<file path="src/rtl/fp_mul_iter.sv">
// Iterative floating-point multiplier. The significand product is built by a
// radix-4 Booth multiplier that retires two multiplier bits per cycle. A
// single rounding cycle follows, then the result is held until it is taken.
// Subnormal operands are treated as zero (flush-to-zero), and underflowing
// results are flushed to signed zero.
//
// state | meaning
// ------+-----------------------------------------------------------------
// IDLE  | ready for operands; a special-case operand pair goes straight to OUT
// MUL   | one Booth step per cycle, ITER cycles in total
// RND   | normalise, round, form the exponent and flags
// OUT   | result and flags held until out_ready
module fp_mul_iter #(
  parameter int EXP_W = 8,
  parameter int MAN_W = 23,
  parameter int ITER  = (MAN_W + 3) / 2
) (
  input  logic                     clk,
  input  logic                     rst_n,
  input  logic                     in_valid,
  output logic                     in_ready,
  input  logic [EXP_W+MAN_W:0]     fp_X,
  input  logic [EXP_W+MAN_W:0]     fp_Y,
  input  logic [2:0]               r_mode,
  output logic                     out_valid,
  input  logic                     out_ready,
  output logic [EXP_W+MAN_W:0]     fp_Z,
  output logic                     ovrf,
  output logic                     udrf,
  output logic                     inexact,
  output logic                     invalid
);

  localparam int W  = EXP_W + MAN_W + 1;   // full word
  localparam int SW = MAN_W + 1;           // significand with hidden bit
  localparam int NB = 2 * ITER;            // multiplier register width
  localparam int AW = SW + 3;              // signed accumulator, headroom for +-2A
  localparam int PW = 2 * SW;              // product width
  localparam int EW = EXP_W + 2;           // signed exponent arithmetic width
  localparam int CW = (ITER > 1) ? $clog2(ITER) : 1;

  localparam logic [EXP_W-1:0]    EXP_ONES = {EXP_W{1'b1}};
  localparam logic [EXP_W-1:0]    EXP_MAXF = {{(EXP_W-1){1'b1}}, 1'b0};
  localparam logic [W-1:0]        QNAN     = {1'b0, {EXP_W{1'b1}}, 1'b1, {(MAN_W-1){1'b0}}};
  localparam logic signed [EW-1:0] BIAS_S  = EW'((1 << (EXP_W - 1)) - 1);
  localparam logic signed [EW-1:0] E_OVF   = EW'((1 << EXP_W) - 1);

  typedef enum logic [1:0] {S_IDLE, S_MUL, S_RND, S_OUT} state_t;

  state_t                 state_q;
  logic [CW-1:0]          cnt_q;
  logic signed [AW-1:0]   acc_q;
  logic [NB-1:0]          mb_q;
  logic                   prev_q;
  logic [SW-1:0]          ma_q;
  logic [EXP_W-1:0]       ex_q;
  logic [EXP_W-1:0]       ey_q;
  logic                   sign_q;
  logic [2:0]             rm_q;
  logic [W-1:0]           z_q;
  logic                   ovrf_q;
  logic                   udrf_q;
  logic                   inexact_q;
  logic                   invalid_q;

  // ---------------------------------------------------------------------
  // Operand classification at the input port
  // ---------------------------------------------------------------------
  logic [EXP_W-1:0] x_exp, y_exp;
  logic [MAN_W-1:0] x_man, y_man;
  logic             sign_in;
  logic             x_zero, y_zero, x_inf, y_inf, x_nan, y_nan;
  logic             spec_nan, spec_inf, spec_zero, is_special;
  logic [W-1:0]     spec_z;

  assign x_exp   = fp_X[W-2:MAN_W];
  assign y_exp   = fp_Y[W-2:MAN_W];
  assign x_man   = fp_X[MAN_W-1:0];
  assign y_man   = fp_Y[MAN_W-1:0];
  assign sign_in = fp_X[W-1] ^ fp_Y[W-1];

  assign x_zero = (x_exp == '0);
  assign y_zero = (y_exp == '0);
  assign x_inf  = (x_exp == EXP_ONES) && (x_man == '0);
  assign y_inf  = (y_exp == EXP_ONES) && (y_man == '0);
  assign x_nan  = (x_exp == EXP_ONES) && (x_man != '0);
  assign y_nan  = (y_exp == EXP_ONES) && (y_man != '0);

  assign spec_nan   = x_nan || y_nan || (x_zero && y_inf) || (x_inf && y_zero);
  assign spec_inf   = x_inf || y_inf;
  assign spec_zero  = x_zero || y_zero;
  assign is_special = spec_nan || spec_inf || spec_zero;

  // Special-case result in priority order: NaN, infinity, zero
  always_comb begin
    spec_z = {sign_in, {(W-1){1'b0}}};
    if (spec_nan) begin
      spec_z = QNAN;
    end else if (spec_inf) begin
      spec_z = {sign_in, EXP_ONES, {MAN_W{1'b0}}};
    end
  end

  // ---------------------------------------------------------------------
  // Radix-4 Booth step: {acc, mb} shifts right two bits per cycle
  // ---------------------------------------------------------------------
  logic [2:0]           bdig;
  logic signed [AW-1:0] ma_ext;
  logic signed [AW-1:0] pp;
  logic signed [AW-1:0] sum;
  logic signed [AW-1:0] acc_d;
  logic [NB-1:0]        mb_d;

  assign bdig   = {mb_q[1], mb_q[0], prev_q};
  assign ma_ext = $signed({3'b000, ma_q});

  // Partial product selection and accumulate/shift
  always_comb begin
    pp = '0;
    unique case (bdig)
      3'b001, 3'b010: pp = ma_ext;
      3'b011:         pp = ma_ext <<< 1;
      3'b100:         pp = -(ma_ext <<< 1);
      3'b101, 3'b110: pp = -ma_ext;
      default:        pp = '0;
    endcase
    sum   = acc_q + pp;
    acc_d = sum >>> 2;
    mb_d  = {sum[1:0], mb_q[NB-1:2]};
  end

  // ---------------------------------------------------------------------
  // Normalise, round, exponent and flags (used in RND)
  // ---------------------------------------------------------------------
  logic [PW-1:0]         prod;
  logic [PW-1:0]         nv;
  logic                  norm_n, norm_r;
  logic [SW-1:0]         keep;
  logic                  g_bit, s_bit, inc;
  logic [SW:0]           rounded;
  logic [MAN_W-1:0]      frac_r;
  logic signed [EW-1:0]  e_sum;
  logic                  rnd_ovf, rnd_unf, to_inf;
  logic [W-1:0]          rnd_z;

  assign prod = PW'({acc_q, mb_q});

  // Rounding datapath; the final result word is chosen by the range checks
  always_comb begin
    norm_n = prod[PW-1];
    nv     = norm_n ? prod : (prod << 1);
    keep   = nv[PW-1:SW];
    g_bit  = nv[SW-1];
    s_bit  = |nv[SW-2:0];

    unique case (rm_q)
      3'b001:  inc = 1'b0;
      3'b010:  inc = sign_q && (g_bit || s_bit);
      3'b011:  inc = !sign_q && (g_bit || s_bit);
      3'b100:  inc = g_bit;
      default: inc = g_bit && (s_bit || keep[0]);
    endcase

    rounded = {1'b0, keep} + {{SW{1'b0}}, inc};
    norm_r  = rounded[SW];
    frac_r  = norm_r ? rounded[MAN_W:1] : rounded[MAN_W-1:0];

    e_sum = $signed({2'b00, ex_q}) + $signed({2'b00, ey_q}) - BIAS_S
          + $signed({{(EW-1){1'b0}}, norm_n}) + $signed({{(EW-1){1'b0}}, norm_r});

    rnd_ovf = !e_sum[EW-1] && (e_sum >= E_OVF);
    rnd_unf = e_sum[EW-1] || (e_sum == '0);

    unique case (rm_q)
      3'b001:  to_inf = 1'b0;
      3'b010:  to_inf = sign_q;
      3'b011:  to_inf = !sign_q;
      default: to_inf = 1'b1;
    endcase

    if (rnd_ovf) begin
      rnd_z = to_inf ? {sign_q, EXP_ONES, {MAN_W{1'b0}}}
                     : {sign_q, EXP_MAXF, {MAN_W{1'b1}}};
    end else if (rnd_unf) begin
      rnd_z = {sign_q, {(W-1){1'b0}}};
    end else begin
      rnd_z = {sign_q, e_sum[EXP_W-1:0], frac_r};
    end
  end

  // ---------------------------------------------------------------------
  // Control FSM and all datapath registers
  // ---------------------------------------------------------------------
  always_ff @(posedge clk or negedge rst_n) begin
    if (!rst_n) begin
      state_q   <= S_IDLE;
      cnt_q     <= '0;
      acc_q     <= '0;
      mb_q      <= '0;
      prev_q    <= 1'b0;
      ma_q      <= '0;
      ex_q      <= '0;
      ey_q      <= '0;
      sign_q    <= 1'b0;
      rm_q      <= '0;
      z_q       <= '0;
      ovrf_q    <= 1'b0;
      udrf_q    <= 1'b0;
      inexact_q <= 1'b0;
      invalid_q <= 1'b0;
    end else begin
      unique case (state_q)
        S_IDLE: begin
          if (in_valid) begin
            if (is_special) begin
              z_q       <= spec_z;
              ovrf_q    <= 1'b0;
              udrf_q    <= 1'b0;
              inexact_q <= 1'b0;
              invalid_q <= spec_nan;
              state_q   <= S_OUT;
            end else begin
              ma_q    <= {1'b1, x_man};
              mb_q    <= NB'({1'b1, y_man});
              acc_q   <= '0;
              prev_q  <= 1'b0;
              cnt_q   <= '0;
              ex_q    <= x_exp;
              ey_q    <= y_exp;
              sign_q  <= sign_in;
              rm_q    <= r_mode;
              state_q <= S_MUL;
            end
          end
        end
        S_MUL: begin
          acc_q  <= acc_d;
          mb_q   <= mb_d;
          prev_q <= mb_q[1];
          if (cnt_q == CW'(ITER - 1)) begin
            cnt_q   <= '0;
            state_q <= S_RND;
          end else begin
            cnt_q <= cnt_q + 1'b1;
          end
        end
        S_RND: begin
          z_q       <= rnd_z;
          ovrf_q    <= rnd_ovf;
          udrf_q    <= !rnd_ovf && rnd_unf;
          inexact_q <= rnd_ovf || rnd_unf || g_bit || s_bit;
          invalid_q <= 1'b0;
          state_q   <= S_OUT;
        end
        S_OUT: begin
          if (out_ready) begin
            state_q <= S_IDLE;
          end
        end
        default: state_q <= S_IDLE;
      endcase
    end
  end

  assign in_ready  = (state_q == S_IDLE);
  assign out_valid = (state_q == S_OUT);
  assign fp_Z      = z_q;
  assign ovrf      = ovrf_q;
  assign udrf      = udrf_q;
  assign inexact   = inexact_q;
  assign invalid   = invalid_q;

endmodule

</file>
<file path="config.mk">
export PLATFORM = sky130hd
export DESIGN_NAME = fp_mul_iter
export DESIGN_NICKNAME = d
export VERILOG_FILES = /design/src/rtl/fp_mul_iter.sv
export SDC_FILE = /design/constraint.sdc
export NUM_CORES = 1
export LEC_CHECK = 0
export CAP_MARGIN = 20
export CELL_PAD_IN_SITES_DETAIL_PLACEMENT = 0
export CELL_PAD_IN_SITES_GLOBAL_PLACEMENT = 1
export CORE_AREA = 3 3 151 153
export DETAILED_ROUTE_END_ITERATION = 6
export DIE_AREA = 0 0 154 156
export PLACE_DENSITY = 0.91
export SETUP_SLACK_MARGIN = 0.5
export SYNTH_ARGS = -nofsm -noshare
export SYNTH_HDL_FRONTEND = slang
export SYNTH_SLANG_ARGS = --single-unit
</file>
<file path="constraint.sdc">
create_clock -name clk -period 16.7 [get_ports clk]
set_clock_uncertainty 0.1 [all_clocks]
set_input_delay 5.01 -clock clk [delete_from_list [all_inputs] [get_ports clk]]
set_output_delay 5.01 -clock clk [all_outputs]
set_load 0.005 [all_outputs]
</file>
==> impl_metrics.yaml <==
synth:
  ys_seq_area_frac: 0.3373
  synthArstFlopShare: 1.000
  synth_flop_cell: "dfrtp_1"
  yosys_warnings: 0
  ys_types: 82
  synth_edf_count: 0
  synth_area_um2: 10240
  synthesis.nets: 1295
  synthCells: 1171
  syn_avg_cell_area_um2: 8.742
  synth_seq_cells: 138
clocking:
  cts_buffers: 17
  ctsHoldBuffers: 0
  clk_pin_slew_ps: 60
  clock_path_buffers: 2
  ctsResizeCount: 0
  postCtsSetupBuffers: 0
  tritoncts: "yes"
  clock_sinks: 138
  cts.htree.levels: 4
  cts-root-buf: "clkbuf_16"
  insertion_delay_ps: 420
global_routing:
  first_global_vias: 8596
  grt_overflow_total: 0
  grt_pass1_wl_um: 45610
  grt_start_max_net_pins: 74
  antenna_found_initial: 0
  track_usage: 0.2314
drt:
  remaining_drc_errors: 0
  viasPerCell: 6.070
  ant_nets: 0
  drtPass1Iterations: 6
  avgRoutedWirePerCell_um: 18.20
  finalWirelength_um: 27830
  vias: 9281
  drt_iter0_markers: 794
floorplan:
  core_um2: 21690
  die_area_um2: 24020
  die_x_um: 154
  rows: 54
  floorplan.initialDensity: 0.4720
  pin_count: 109
  die_y_um: 156
layout:
  diodes: 0
  num-nets-final: 1360
  drive_gt1_frac: 0.09287
  layout_common_cells: "nand2_1, dfrtp_1, clkdlybuf4s50_1, o21ai_0, nor2_1"
  syn2layout_area_growth_pct: 18.06
  final_common_cell: "nand2_1"
timing:
  fin_ws_ps: 8699
  worstMarginPinSlew_ps: 1030
  min_period_ps: 8001
  fmax_mhz: 125.0
  setup_viol: 0
  hold_violations: 0
  drv_slew: 0
  rsz0062_at_grt: "false"
  timing.setup.tns_ps: 0
  fin_crit_sh: 0.4791
  whs_ps: 381.7
  relSlewSlack: 0.3075
critical_path:
  cp-start-kind: "primary input"
  critPathKind: "primary input to flop"
  cp_max_fo: 41
  rrSetupSlack_ps: 9880
  endpoint_kind: "flop"
  crit_required_ps: 16930
  worstPathArrival_ps: 8230
status:
  status: "complete, no violations"
power_and_ir_drop:
  power_mw: 2.686
  leakage_nw: 5.008
  ir_worst_vdd_mv: 0.09209
  power_density_nw_per_um2: 222.2
run:
  drv_cap: 0
place:
  dp_slack_ps: 8046
  dp_hpwl_um: 20820
  port_buffers: 108
  place_congestion: 0.8963
worst_hold_path:
  holdCritPathClass: "flop to flop"
[per-stage QoR]
stage,instance area [um2],std cells,utilization
floorplan,10240,1171,-
global placement,11460,1496,0.5286
detailed placement,11460,1496,0.5286
CTS,12070,1528,0.5564
global route,12090,1529,0.5573
finish,12090,1529,0.5573
[cells in the mapped netlist (4+ instances only)]
library cell / count / share of area
nand2_1: 142 / 0.052
dfrtp_1: 138 / 0.34
o21ai_0: 96 / 0.047
nor2_1: 71 / 0.026
a21oi_1: 62 / 0.030
clkbuf_1: 55 / 0.020
xnor2_1: 53 / 0.045
ha_1: 50 / 0.061
mux2_2: 39 / 0.043
inv_1: 34 / 0.012
nand3_1: 33 / 0.016
mux2i_1: 32 / 0.031
xor2_1: 28 / 0.024
nor3_1: 25 / 0.012
a221o_1: 23 / 0.022
nor4_1: 23 / 0.014
a21o_1: 18 / 0.013
a22oi_1: 16 / 0.012
a211oi_1: 14 / 0.010
nand4_1: 14 / 0.0086
and3_1: 11 / 0.0067
nor2b_1: 11 / 0.0067
a221oi_1: 10 / 0.0086
nand2b_1: 10 / 0.0061
a31oi_1: 9 / 0.0055
o22ai_1: 9 / 0.0055
o31ai_1: 9 / 0.0066
o211ai_1: 8 / 0.0059
buf_1: 7 / 0.0026
o21bai_1: 7 / 0.0051
and2_1: 6 / 0.0037
buf_2: 6 / 0.0029
o21a_1: 6 / 0.0044
or2_2: 6 / 0.0037
o221a_2: 5 / 0.0055
o221ai_1: 5 / 0.0043
or3_1: 5 / 0.0031
a211o_1: 4 / 0.0034
a22o_1: 4 / 0.0034
nor3b_1: 4 / 0.0029
[path summary, 6_finish.rpt]
kind,to,from,depth (start not counted)
worst max-delay path,acc_q[8],fp_X[29],9
worst min-delay path,invalid,invalid,1
worst max register to register,fp_Z[1],acc_q[21],21
worst min register to register,invalid,invalid,1
max in group asynchronous,ma_q[6],rst_n,2
min in group asynchronous,invalid,rst_n,1
[metal layers]
layer | wire [um] | vias to the layer above | track usage
li1 | - | 4445 | -
met3 | 1592 | 47 | 0.02996
met1 | 13260 | 4481 | 0.3456
met2 | 12440 | 308 | 0.3548
met5 | 0 | - | 0
met4 | 528 | 0 | 0.06182
[report_power, final]
group | internal, mW | switching, mW | leakage, nW
sequential | 0.481 | 0.190 | 1.74
combinational | 0.702 | 0.921 | 2.96
clock | 0.227 | 0.165 | 0.301
total | 1.41 | 1.28 | 5.01
[flip-flops by register name (all words and copies together) (netlist names)]
signal and flops:
mb_q 26, inexact 1, invalid 1, ovrf 1, ey_q 8, rm_q 3
udrf 1, fp_Z 32, ex_q 8, sign_q 1, prev_q 1, ma_q 24
cnt_q 4, state_q 2, acc_q 25
[final cells by class]
type / count / area [um2]
Clock buffer: 17 / 425.4
Multi-Input combinational cell: 925 / 6379
Fill cell: 1932 / 9602
Timing Repair Buffer: 116 / 1155
Clock inverter: 15 / 176.4
Tap cell: 280 / 350.3
Inverter: 38 / 147.6
Sequential cell: 138 / 3453
[logic make-up after synthesis]
family / Yosys count / share of synthesized area
compound gates: 331 / 0.2173
xor+xnor: 81 / 0.06930
fa+ha+maj: 53 / 0.06698
buf+inv: 108 / 0.04229
flops: 138 / 0.3373
mux: 73 / 0.07712
simple gates: 387 / 0.1897
[worst max-delay path, cell delays in order]
cell             delay, ps
clkdlybuf4s50_1        530
nor4_1                  70
nand2_1                 80
nor4bb_1               580
and3_2                 500
buf_12                 270
a21o_1                 420
nand2_1                420
o21ai_0                320
No activity file was read; power rests on OpenSTA's default activity.
